**config.mk**
```make
export PLATFORM = sky130hd
export DESIGN_NAME = fifo_rd_packer
export DESIGN_NICKNAME = d
export VERILOG_FILES = /design/src/rtl/fifo_rd_packer.sv
export SDC_FILE = /design/constraint.sdc
export NUM_CORES = 1
export LEC_CHECK = 0
export ABC_AREA = 1
export BUFFER_PORTS_ARGS = -buffer_cell sky130_fd_sc_hd__clkbuf_2
export CAP_MARGIN = 15
export CORE_ASPECT_RATIO = 1.25
export CORE_MARGIN = 4
export CORE_UTILIZATION = 30
export DETAILED_ROUTE_END_ITERATION = 7
export MAX_ROUTING_LAYER = met4
export PLACE_DENSITY = 0.58
export RECOVER_POWER = 100
export SETUP_SLACK_MARGIN = 0.2
export SLEW_MARGIN = 20
export SYNTH_ARGS = -nofsm -noshare
export SYNTH_HDL_FRONTEND = slang
export SYNTH_SLANG_ARGS = --single-unit
```
**constraint.sdc**
```tcl
create_clock -name rclk -period 3.7 [get_ports rclk]
set_clock_uncertainty 0.2 [all_clocks]
set_input_delay 0.925 -clock rclk [delete_from_list [all_inputs] [get_ports rclk]]
set_output_delay 0.925 -clock rclk [all_outputs]
set_load 0.01 [all_outputs]
```
**src/rtl/fifo_rd_packer.sv**
```systemverilog
// -----------------------------------------------------------------------------
// fifo_rd_packer
//
// Read-side consumer of a show-ahead asynchronous FIFO, living entirely in the
// read clock domain. It pops FIFO words whenever it can and packs PACK
// consecutive WIDTH-bit words into one wide beat. The beat is offered on a
// valid/ready stream. A flush request emits a partial beat. The block also
// checks that the writer's data follows an incrementing pattern (mod 2^WIDTH).
//
// Ports
//   rclk        in   read clock
//   rrst_n      in   asynchronous active-low reset
//   rdata       in   FIFO head word, valid whenever rempty=0
//   rempty      in   FIFO empty flag
//   rinc        out  pop strobe; FIFO advances on the rclk edge when high
//   out_data    out  packed beat, first-popped word in the LSBs
//   out_words   out  number of valid words in out_data
//   out_valid   out  out_data/out_words valid
//   out_ready   in   downstream accepts the beat when out_valid & out_ready
//   flush       in   single-cycle request to emit a partial beat
//   seq_chk_en  in   enable for the incrementing-pattern check
//   seq_err     out  sticky pattern-mismatch flag
//   err_cnt     out  saturating mismatch counter
// -----------------------------------------------------------------------------
module fifo_rd_packer #(
    parameter int WIDTH = 8,
    parameter int PACK  = 4,
    parameter int CNT_W = 16
) (
    input  logic                       rclk,
    input  logic                       rrst_n,
    input  logic [WIDTH-1:0]           rdata,
    input  logic                       rempty,
    output logic                       rinc,
    output logic [WIDTH*PACK-1:0]      out_data,
    output logic [$clog2(PACK+1)-1:0]  out_words,
    output logic                       out_valid,
    input  logic                       out_ready,
    input  logic                       flush,
    input  logic                       seq_chk_en,
    output logic                       seq_err,
    output logic [CNT_W-1:0]           err_cnt
);

    localparam int LANE_W  = $clog2(PACK);
    localparam int WORDS_W = $clog2(PACK + 1);
    localparam int BEAT_W  = WIDTH * PACK;

    localparam logic [LANE_W-1:0]  LAST_LANE  = LANE_W'(PACK - 1);
    localparam logic [WORDS_W-1:0] FULL_WORDS = WORDS_W'(PACK);

    // State
    logic [LANE_W-1:0]  cnt_q,        cnt_d;
    logic [BEAT_W-1:0]  acc_q,        acc_d;
    logic [BEAT_W-1:0]  out_data_q,   out_data_d;
    logic [WORDS_W-1:0] out_words_q,  out_words_d;
    logic               out_valid_q,  out_valid_d;
    logic               flush_pend_q, flush_pend_d;
    logic               run_q,        run_d;
    logic               first_seen_q, first_seen_d;
    logic [WIDTH-1:0]   exp_q,        exp_d;
    logic               seq_err_q,    seq_err_d;
    logic [CNT_W-1:0]   err_cnt_q,    err_cnt_d;

    // Handshake / pop qualification
    logic out_free;
    logic last_lane;
    logic can_acc;
    logic pop;

    // The output register is free when empty or being drained this cycle.
    assign out_free  = !out_valid_q || out_ready;
    assign last_lane = (cnt_q == LAST_LANE);
    // Only the completing pop needs the output register; the lower lanes can
    // keep filling while a beat is stalled downstream.
    assign can_acc   = !last_lane || out_free;
    // run_q is zero in reset and for the first edge after release, so no pop
    // is requested before the block has seen a clean clock edge.
    assign pop       = run_q && !rempty && !flush_pend_q && can_acc;

    assign rinc      = pop;
    assign out_data  = out_data_q;
    assign out_words = out_words_q;
    assign out_valid = out_valid_q;
    assign seq_err   = seq_err_q;
    assign err_cnt   = err_cnt_q;

    // NOTE: every variable gets its hold value first so no path through the
    // branches below can leave one unassigned and infer a latch.
    always_comb begin
        cnt_d        = cnt_q;
        acc_d        = acc_q;
        out_data_d   = out_data_q;
        out_words_d  = out_words_q;
        out_valid_d  = out_valid_q;
        flush_pend_d = flush_pend_q;
        run_d        = 1'b1;
        first_seen_d = first_seen_q;
        exp_d        = exp_q;
        seq_err_d    = seq_err_q;
        err_cnt_d    = err_cnt_q;

        // Accepted beat drops valid; a load below overrides this so an
        // accept and a new load on the same edge leave valid high.
        if (out_valid_q && out_ready) begin
            out_valid_d = 1'b0;
        end

        if (pop) begin
            if (last_lane) begin
                out_data_d  = {rdata, acc_q[BEAT_W-WIDTH-1:0]};
                out_words_d = FULL_WORDS;
                out_valid_d = 1'b1;
                cnt_d       = '0;
                acc_d       = '0;
            end else begin
                acc_d[int'(cnt_q)*WIDTH +: WIDTH] = rdata;
                cnt_d = cnt_q + 1'b1;
            end
        end

        // Pops are blocked while a flush is pending, so this never collides
        // with the pop path above.
        if (flush_pend_q && out_free) begin
            if (cnt_q != '0) begin
                out_data_d  = acc_q;
                out_words_d = WORDS_W'(cnt_q);
                out_valid_d = 1'b1;
                cnt_d       = '0;
                acc_d       = '0;
            end
            flush_pend_d = 1'b0;
        end

        // A request arriving while one is already pending is absorbed.
        if (flush && !flush_pend_q) begin
            flush_pend_d = 1'b1;
        end

        // Pattern check resynchronises on every popped word, so one bad word
        // costs exactly one error and wrap from all-ones to zero is legal.
        if (!seq_chk_en) begin
            first_seen_d = 1'b0;
        end else if (pop) begin
            if (first_seen_q && (rdata != exp_q)) begin
                seq_err_d = 1'b1;
                if (err_cnt_q != '1) begin
                    err_cnt_d = err_cnt_q + 1'b1;
                end
            end
            exp_d        = rdata + 1'b1;
            first_seen_d = 1'b1;
        end
    end

    // NOTE: state registers use non-blocking assignments so every register
    // samples the pre-edge values computed above, independent of order.
    always_ff @(posedge rclk or negedge rrst_n) begin
        if (!rrst_n) begin
            cnt_q        <= '0;
            acc_q        <= '0;
            out_data_q   <= '0;
            out_words_q  <= '0;
            out_valid_q  <= 1'b0;
            flush_pend_q <= 1'b0;
            run_q        <= 1'b0;
            first_seen_q <= 1'b0;
            exp_q        <= '0;
            seq_err_q    <= 1'b0;
            err_cnt_q    <= '0;
        end else begin
            cnt_q        <= cnt_d;
            acc_q        <= acc_d;
            out_data_q   <= out_data_d;
            out_words_q  <= out_words_d;
            out_valid_q  <= out_valid_d;
            flush_pend_q <= flush_pend_d;
            run_q        <= run_d;
            first_seen_q <= first_seen_d;
            exp_q        <= exp_d;
            seq_err_q    <= seq_err_d;
            err_cnt_q    <= err_cnt_d;
        end
    end

endmodule

```
==> results.md, run 1 <==
* Sum Neg Setup Slack at 0 ps
* Pleak at 3.170 nW
* Startpoint type of the worst setup path: flip-flop
* Worst EP required at 3780 ps
* Yosys warning count at 0
* Critical path buffers and inverters at 3
* P per Cell Area at 668.9 nW/µm²
* CTS H-tree depth at 3
* Most common cell in the netlist: nand2_1
* Post-synth EDFFs at 0
* Reg clk slew, reported paths at 70 ps
* IO Pins at 68
* Wire length per cell at 13.56 µm
* Total power at 3.928 mW
* Hold Startpoint: seq_err
* Area Growth Syn to Fin at 14.07%
* Overflow after GRT at 0
* Routed Wire Length at 12,790 µm
* Critical R2R Launch: cnt_q[0]
* Ratio of final minimum period to clock period at 0.8297
* Worst path slowest cell: inv_1
* Drt pass-1 iters at 4
* Crit Path Class: flip-flop to flip-flop
* CTS tree: built
* VDD IR max at 242.4 µV
* Inserted Clock Buffers at 9
* Max-Cap Viols at 1
* Worst path max stage delay at 820 ps
* GR Util All Layers at 0.1395
* CTS resizes at 0
* Crit path max-delay family: buffers and inverters
* Yosys top cell by area: dfrtp_1
* Failing checks: max-capacitance violations
* DP Area at 5697 µm²
* Cell area after synthesis at 5147 µm²
* Vias in the first global route at 4,212
* Fin Hold WS at 271.0 ps
* Post-layout util at 0.3486
* Post-Syn Nets at 678
* CP Capture Type: flip-flop
* Synth top area share at 0.4764
* Avg Inst Size Synth at 7.847 µm²
* Design Area, Final at 5872 µm²
* Multi-input gate area at 2171 µm²
* Switching part of the total at 0.4045
* Initial antenna violation count at 0
* Core area at 16,840 µm²
* Synthesized-area fraction occupied by adder cells at 0.01945
* Row Count at 53
* Async SR Flop Fraction at 1.000
* Initial DRC count at 192
* Post-synthesis cell type count at 33
* Complex-gate fraction of the synthesized area at 0.08799
* Simple-gate portion of the synthesized area at 0.2987
* Synth top area cells: dfrtp_1, nand2_1, inv_1
* Sequential fraction of the synthesis area at 0.4764
* Worst hold path class: flip-flop to flip-flop
* CTS max path bufs at 2
* Least-Margin Pin Slew at 1499 ps
* Setup WS post-layout at 630.0 ps
* Crit path time final at 3070 ps
* Setup Buffers After CTS at 0
* Placed cells at 927
* Total number of vias at 4,237
* Internal power at 2.339 mW
* Layout cells sized above 1 at 0.08160
* Largest net degree at the start of global routing at 54
* Worst rel slew slack at 0.0004552
* Place WS at 759.1 ps
* Crit path from: cnt_q[0]
* Antenna viol nets, final at 0
* Fraction of synthesized area in multiplexers at 0
* Antenna Cells at 0
* Max Slew Vio Count at 0
* Status: finished with violations
* Starting Density at 0.3056
* Switching power at 1.589 mW
* Mapped Cells at 656
* Clock share of power at 0.233
* CP Cell Sequence: buf_4 -> ha_1 -> a21oi_4 -> nand2_4 -> nand2_4 -> inv_1 -> buf_4 -> nand2_1 -> nor2_1
* Clock Latency Late Sink at 350 ps
* Largest family of logic cells by synthesized area: simple AND/OR/NAND/NOR gates
* Seq cells post-synth at 98
* First-pass GRT wire length at 21,160 µm
* Main synth FF type: dfrtp_1
* DIE WIDTH at 125.2 µm
* Residual DRC at 0
* Hold Vio Cnt, Final at 0
* Worst Path Arrival at 3150 ps
* CP max FO at 31
* Clock Tree Root: clkbuf_16
* XOR/XNOR Fraction of Synth Area at 0.02042
* Die area at 19,330 µm²
* IO Port Bufs at 67
* Via/cell ratio at 4.493
* Comb power frac at 0.369
* FF/Latch Area at 2452 µm²
* DP Wirelength at 9377 µm
* Die height at 154.5 µm
* Layout Cells excl Fill at 943
* Hold Buf Count CTS at 0
* Placer Congestion at 0.8215
* FMAX at 325.7 MHz
* Most common library cells after synthesis: nand2_1, dfrtp_1, inv_1, nor2_1, nand3_1
* Endpoints failing setup at 0
* Total clock sinks at 98
* Flop pwr share at 0.398
* RSZ-0062 raised after global routing: no
* Layout filler cell count at 1,817
* Fin nets at 740
[cells in the final DEF (no fill, tap or decap)]
master / netlist / layout
o211a_1: 11 / 11
nor2_1: 57 / 59
nor4_1: 1 / 1
clkbuf_2: 0 / 11
a21oi_1: 14 / 14
nand4_1: 14 / 14
nand2_2: 13 / 7
ha_1: 8 / 8
nand3b_1: 1 / 1
clkbuf_16: 0 / 9
clkinvlp_4: 0 / 2
o22ai_1: 1 / 1
o21ai_0: 22 / 27
nand2_1: 210 / 216
o21ai_2: 12 / 11
nand3_1: 42 / 43
nor3_4: 1 / 1
dfrtp_1: 98 / 98
inv_6: 0 / 4
buf_4: 0 / 4
a221oi_1: 1 / 1
inv_1: 86 / 87
nand2_4: 2 / 2
nand4_2: 1 / 1
conb_1: 1 / 1
buf_12: 0 / 3
a31oi_1: 1 / 1
clkbuf_1: 5 / 58
a21oi_4: 1 / 1
nor3_1: 10 / 10
xnor2_1: 6 / 6
xor2_1: 6 / 6
or2_1: 1 / 1
nor2_2: 4 / 2
clkinv_4: 0 / 1
[cell families after synthesis]
group | count (synthesis)
other cells | 1
buf+inv | 112
fa+ha+maj | 8
xor+xnor | 12
flops | 98
simple gates | 358
compound gates | 67
[power groups by stage]
stage / combinational (mW) / clock (mW) / sequential [mW]
CTS: 1.54 / 0.940 / 1.57
finish: 1.45 / 0.914 / 1.56
global placement: 1.51 / 0 / 1.59
detailed placement: 1.53 / 0 / 1.59
global route: 1.67 / 0.986 / 1.61
floorplan: 1.06 / 0 / 1.61
[worst reg2reg max path, stage by stage, from the launching register on]
cell and delay [ps]:
dfrtp_1 330, buf_4 290, ha_1 400, a21oi_4 150, nand2_4 210, nand2_4 140
inv_1 820, buf_4 310, nand2_1 80, nor2_1 80
[area by class of cell]
cell class | instances | share of cell area
sequential | 98 | 0.4176
multi-input combinational | 446 | 0.3697
timing repair buffer | 76 | 0.06179
inverter | 87 | 0.05561
tap | 220 | 0.04688
clock buffer | 9 | 0.03836
clock inverter | 7 | 0.01001
[state kept, by name, summed over array words and instances (netlist names)]
name and count:
flush_pend_q 1, exp_q 8, out_valid 1, err_cnt 16, seq_err 1, out_data 32
run_q 1, out_words 3, first_seen_q 1, cnt_q 2, acc_q 32
[worst paths after layout]
kind / endpoint / cells after the start / slack [ps]
max reg2reg: acc_q[24] / 9 / 630
min reg2reg: seq_err / 1 / 270
min: seq_err / 1 / 270
max: acc_q[24] / 9 / 630
min in group asynchronous: err_cnt[14] / 1 / 720
max in group asynchronous: out_data[28] / 2 / 1530
[routing by layer]
layer | track usage | part of all wire | vias to the layer above
li1 | - | - | 2175
met1 | 0.1615 | 0.43 | 1951
met2 | 0.2366 | 0.51 | 87
met3 | 0.02694 | 0.035 | 24
met4 | 0.05992 | 0.029 | 0
met5 | - | 0 | -
(Power assumes the default switching activity.)
==> inputs of run 2 (changes only) <==
==> constraint.sdc (replaced) <==
create_clock -name rclk -period 2.9 [get_ports rclk]
set_clock_uncertainty 0.2 [all_clocks]
set_input_delay 0.725 -clock rclk [delete_from_list [all_inputs] [get_ports rclk]]
set_output_delay 0.725 -clock rclk [all_outputs]
set_load 0.01 [all_outputs]
==> results.md, run 2 (synthesized netlist as in run 1, its figures left out) <==
* Most common cell after layout, fill and taps aside: nand2_1
* CP Cell Sequence: ha_1 -> a21oi_4 -> nand2_1 -> nand2_4 -> inv_1 -> buf_12 -> nand2_1 -> o21ai_0
* Pleak at 3.164 nW (-0.18%)
* Placer Congestion at 0.8237 (+0.27%)
* Vias in the first global route at 4,161 (-1.2%)
* Antenna viol nets, final at 0 (unchanged)
* Critical path buffers and inverters at 2 (-1)
* Least-Margin Pin Slew at 1286 ps (-213.8 ps)
* CP Capture Type: flip-flop
* P per Cell Area at 849.6 nW/µm² (+27%)
* DP Area at 5714 µm² (+0.31%)
* Status: completed
* Worst Path Arrival at 2540 ps (-610 ps)
* Initial antenna violation count at 0 (unchanged)
* CTS tree: built
* Worst path slowest cell: nand2_1
* Clock Tree Root: clkbuf_16
* First-pass GRT wire length at 21,200 µm (+0.23%)
* Total clock sinks at 98 (unchanged)
* Worst hold path class: flip-flop to flip-flop
* Commonest non-fill, non-tap cells in the layout: nand2_1, dfrtp_1, inv_1
* Startpoint type of the worst setup path: flip-flop
* FMAX at 394.7 MHz (+21%)
* CP max FO at 52 (+68%)
* Worst rel slew slack at 0.1430 (+0.1425)
* DP Wirelength at 9319 µm (-0.62%)
* CTS H-tree depth at 3 (unchanged)
* Ratio of final minimum period to clock period at 0.8737 (+0.04393)
* Routed Wire Length at 12,640 µm (-1.1%)
* Drt pass-1 iters at 4 (unchanged)
* Total number of vias at 4,181 (-1.3%)
* Place WS at 446.8 ps (-312.3 ps)
* Starting Density at 0.3056 (unchanged)
* Layout cells sized above 1 at 0.07978 (-0.001825)
* Max Slew Vio Count at 0 (unchanged)
* IO Pins at 68 (unchanged)
* Crit path max-delay family: simple AND/OR/NAND/NOR gates
* Setup Buffers After CTS at 0 (unchanged)
* Row Count at 53 (unchanged)
* Overflow after GRT at 0 (unchanged)
* Hold Vio Cnt, Final at 0 (unchanged)
* Core area at 16,840 µm² (unchanged)
* RSZ-0062 raised after global routing: no
* CTS max path bufs at 2 (unchanged)
* Worst path max stage delay at 430 ps (-390 ps)
* Crit path time final at 2534 ps (-536.4 ps)
* Max-Cap Viols at 0 (-1)
* Die area at 19,330 µm² (unchanged)
* Die height at 154.5 µm (unchanged)
* GR Util All Layers at 0.1402 (+0.0006739)
* Via/cell ratio at 4.415 (-1.7%)
* Initial DRC count at 146 (-24%)
* CTS resizes at 0 (unchanged)
* Worst path most repeated cell: nand2_1
* Clock Latency Late Sink at 360 ps (about the same)
* Crit Path Class: flip-flop to flip-flop
* Area Growth Syn to Fin at 13.86%
* Total power at 4.979 mW (+27%)
* DIE WIDTH at 125.2 µm (unchanged)
* Worst EP required at 2900 ps (-880 ps)
* Residual DRC at 0 (unchanged)
* Post-layout util at 0.3479 (-0.0006690)
* Largest net degree at the start of global routing at 53 (-1.9%)
* Endpoints failing setup at 0 (unchanged)
* Inserted Clock Buffers at 9 (unchanged)
* Reg clk slew, reported paths at 70 ps (about the same)
* Design Area, Final at 5861 µm² (-0.19%)
* Fin nets at 744 (+0.54%)
* Antenna Cells at 0 (unchanged)
* Sum Neg Setup Slack at 0 ps (unchanged)
* Setup WS post-layout at 366.4 ps (-263.6 ps)
* VDD IR max at 332.6 µV (+37%)
* IO Port Bufs at 67 (unchanged)
* Wire length per cell at 13.35 µm (-1.5%)
* Hold Buf Count CTS at 0 (unchanged)
## run 2: changes by cell type in the layout (fill, tap and decap cells not counted), sizes merged
cell	before	now
clkinv	1	3
buf	7	8
inv	91	89
clkbuf	78	81
## run 2: path summary, 6_finish.rpt
| path | depth (start not counted) | slack, ps | end | from |
|---|---|---|---|---|
| setup / recovery | 8 | 370 | out_words[1] | cnt_q[0] |
| hold / removal | 1 | 270 | seq_err | seq_err |
| setup reg to reg | 8 | 370 | out_words[1] | cnt_q[0] |
| hold reg to reg | 1 | 270 | seq_err | seq_err |
| max in group asynchronous | 2 | 630 | acc_q[24] | rrst_n |
| min in group asynchronous | 1 | 430 | err_cnt[7] | rrst_n |
## run 2: per-layer routing
layer	global-route usage	routed length [µm]	vias up
met3	0.02522	362	20
met1	0.1574	5522	1920
met4	0.05888	307	0
met5	-	0	-
met2	0.2456	6452	63
li1	-	-	2178
## run 2: where the power goes
part / leakage [nW] / total, mW / switching [mW] / internal, mW
clock network: 0.137 / 1.18 / 0.578 / 0.598
logic: 1.72 / 1.81 / 1.22 / 0.591
registers: 1.31 / 1.99 / 0.220 / 1.77
total: 3.16 / 4.98 / 2.02 / 2.96
## run 2: stage by stage
step / hold WS, ps / cells
after floorplan: 229.4 / 656
after CTS: 64.42 / 947
after global routing: 282.4 / 947
final: 270.8 / 947
after global placement: 248.6 / 931
after detailed placement: 254.9 / 931
## run 2: final cells by class
cell class,count,area [µm²]
Clock buffer,9,225.2
Clock inverter,7,65.06
Fill cell,1825,10980
Inverter,87,326.6
Multi-Input combinational cell,446,2153
Sequential cell,98,2452
Tap cell,220,275.3
Timing Repair Buffer,80,362.8
==> inputs of run 3 (changes only) <==
==> constraint.sdc (replaced) <==
create_clock -name rclk -period 2.4 [get_ports rclk]
set_clock_uncertainty 0.2 [all_clocks]
set_input_delay 0.6 -clock rclk [delete_from_list [all_inputs] [get_ports rclk]]
set_output_delay 0.6 -clock rclk [all_outputs]
set_load 0.01 [all_outputs]
==> results.md, run 3 (synthesized netlist as in run 1, its figures left out) <==
* Fin nets at 753 (+1.2%)
* Worst R2R End: acc_q[0]
* Worst Path Arrival at 1380 ps (-1160 ps)
* RSZ-0062 raised after global routing: yes
* Placed cells at 938 (+0.75%)
* Worst rel slew slack at 0.4595 (+0.3166)
* Residual DRC at 0 (unchanged)
* Internal reg-to-reg setup slack at 280 ps (-90 ps)
* Sum Neg Setup Slack at 0 ps (unchanged)
* Antenna viol nets, final at 0 (unchanged)
* Layout Cells excl Fill at 955 (+0.84%)
* Total number of vias at 4,232 (+1.2%)
* IO Pins at 68 (unchanged)
* Max-Cap Viols at 0 (unchanged)
* Hold Startpoint: seq_err
* Most common cell after layout, fill and taps aside: nand2_1
* Routed Wire Length at 12,480 µm (-1.3%)
* Commonest non-fill, non-tap cells in the layout: nand2_1, dfrtp_1, inv_1
* Largest net degree at the start of global routing at 47 (-11%)
* DP Area at 5787 µm² (+1.3%)
* Startpoint type of the worst setup path: flip-flop
* Design Area, Final at 5951 µm² (+1.5%)
* Multi-input gate area at 2178 µm² (+1.2%)
* Clock Latency Late Sink at 350 ps (about the same)
* CP max FO at 5 (-90%)
* Via/cell ratio at 4.431 (+0.37%)
* CP Capture Type: primary output
* Endpoints failing setup at 0 (unchanged)
* CTS H-tree depth at 3 (unchanged)
* Initial DRC count at 271 (+86%)
* Overflow after GRT at 0 (unchanged)
* Inserted Clock Buffers at 9 (unchanged)
* Area Growth Syn to Fin at 15.61%
* FMAX at 457.7 MHz
* Die area at 19,330 µm² (unchanged)
* Core area at 16,840 µm² (unchanged)
* Worst hold path class: flip-flop to flip-flop
* Reg clk slew, reported paths at 70 ps (about the same)
* R2R depth at 9 (+1)
* Total clock sinks at 98 (unchanged)
* Worst EP required at 1600 ps (-1300 ps)
* First-pass GRT wire length at 21,020 µm (-0.84%)
* Antenna Cells at 0 (unchanged)
* Crit Path Class: flip-flop to primary output
* Post-layout util at 0.3533 (+0.005349)
* CTS tree: built
* Vias in the first global route at 4,194 (+0.79%)
* Drt pass-1 iters at 4 (unchanged)
* Placer Congestion at 0.8253 (+0.19%)
* Initial antenna violation count at 0 (unchanged)
* P per Cell Area at 1015 nW/µm² (+19%)
* IO Port Bufs at 67 (unchanged)
* CTS max path bufs at 2 (unchanged)
* Max Slew Vio Count at 0 (unchanged)
* Row Count at 53 (unchanged)
* Starting Density at 0.3056 (unchanged)
* GR Util All Layers at 0.1383 (-0.001823)
* Pleak at 3.218 nW (+1.7%)
* Wire length per cell at 13.07 µm (-2.1%)
* DIE WIDTH at 125.2 µm (unchanged)
* Die height at 154.5 µm (unchanged)
* Clock Tree Root: clkbuf_16
* Hold Vio Cnt, Final at 0 (unchanged)
* Crit path time final at 2185 ps
* Layout filler cell count at 1,865 (+2.2%)
* VDD IR max at 355.0 µV (+6.7%)
* DP Wirelength at 9348 µm (+0.31%)
* Least-Margin Pin Slew at 810.7 ps (-474.9 ps)
* Hold path depth at 1 (unchanged)
* FF/Latch Area at 2452 µm² (unchanged)
* Worst Hold Endpoint: seq_err
* Ratio of final minimum period to clock period at 0.9103
* Status: completed
* Layout cells sized above 1 at 0.09796 (+0.01818)
* Critical R2R Launch: cnt_q[1]
## run 3: cell types whose count changed in the layout (fill, tap and decap cells not counted), sizes merged
cell,delta
clkbuf,+3
inv,-1
dlygate4sd3,+1
buf,+5
clkinvlp,-1
clkinv,+1
## run 3: through the flow
step	hold slack (ps)	total power, mW	setup WS [ps]
detailed placement	255.5	4.885	176.4
global route	275.4	6.587	108.0
finish	269.0	6.039	215.3
floorplan	104.4	4.144	263.0
global placement	253.0	4.842	180.1
CTS	265.6	6.281	223.8
## run 3: worst max-delay path: stages, from the launching register on
cell	delay [ps]
dfrtp_1	420
ha_2	260
a21oi_4	150
clkbuf_1	200
## run 3: final cells by class
class,count,share of cell area
Clock buffer,9,0.03785
Clock inverter,6,0.007359
Inverter,87,0.05530
Multi-Input combinational cell,446,0.3661
Sequential cell,98,0.4121
Tap cell,220,0.04626
Timing Repair Buffer,89,0.07506
## run 3: worst max path at each step
stage / start / endpoint / slack (ps)
after global routing: rrst_n / out_valid / 110
after global placement: rempty / acc_q[31] / 180
after detailed placement: rempty / acc_q[0] / 180
final: cnt_q[0] / rinc / 220
after floorplan: cnt_q[0] / acc_q[19] / 260
after CTS: cnt_q[0] / rinc / 220
## run 3: where the power goes
group          switching (mW)  total, mW  internal [mW]
logic                    1.50       2.27          0.773
registers               0.271       2.41           2.14
clock network           0.653       1.35          0.701
total                    2.42       6.04           3.62
## run 3: what timing repair did
action / in CTS / in global routing
setup endpoints to repair: 1 / 7
resized for setup: 1 / 1
hold endpoints to repair: 27 / 0
hold buffers: 1 / 0
setup buffers: 1 / 0
pin swaps: 1 / 0
## run 3: metal layers
layer	vias up	share of wire	track usage	routed length, µm
met2	56	0.51	0.2310	6352
met3	13	0.025	0.02625	313
met5	-	0	-	0
li1	2209	-	-	-
met1	1954	0.45	0.1667	5611
met4	0	0.017	0.05217	206
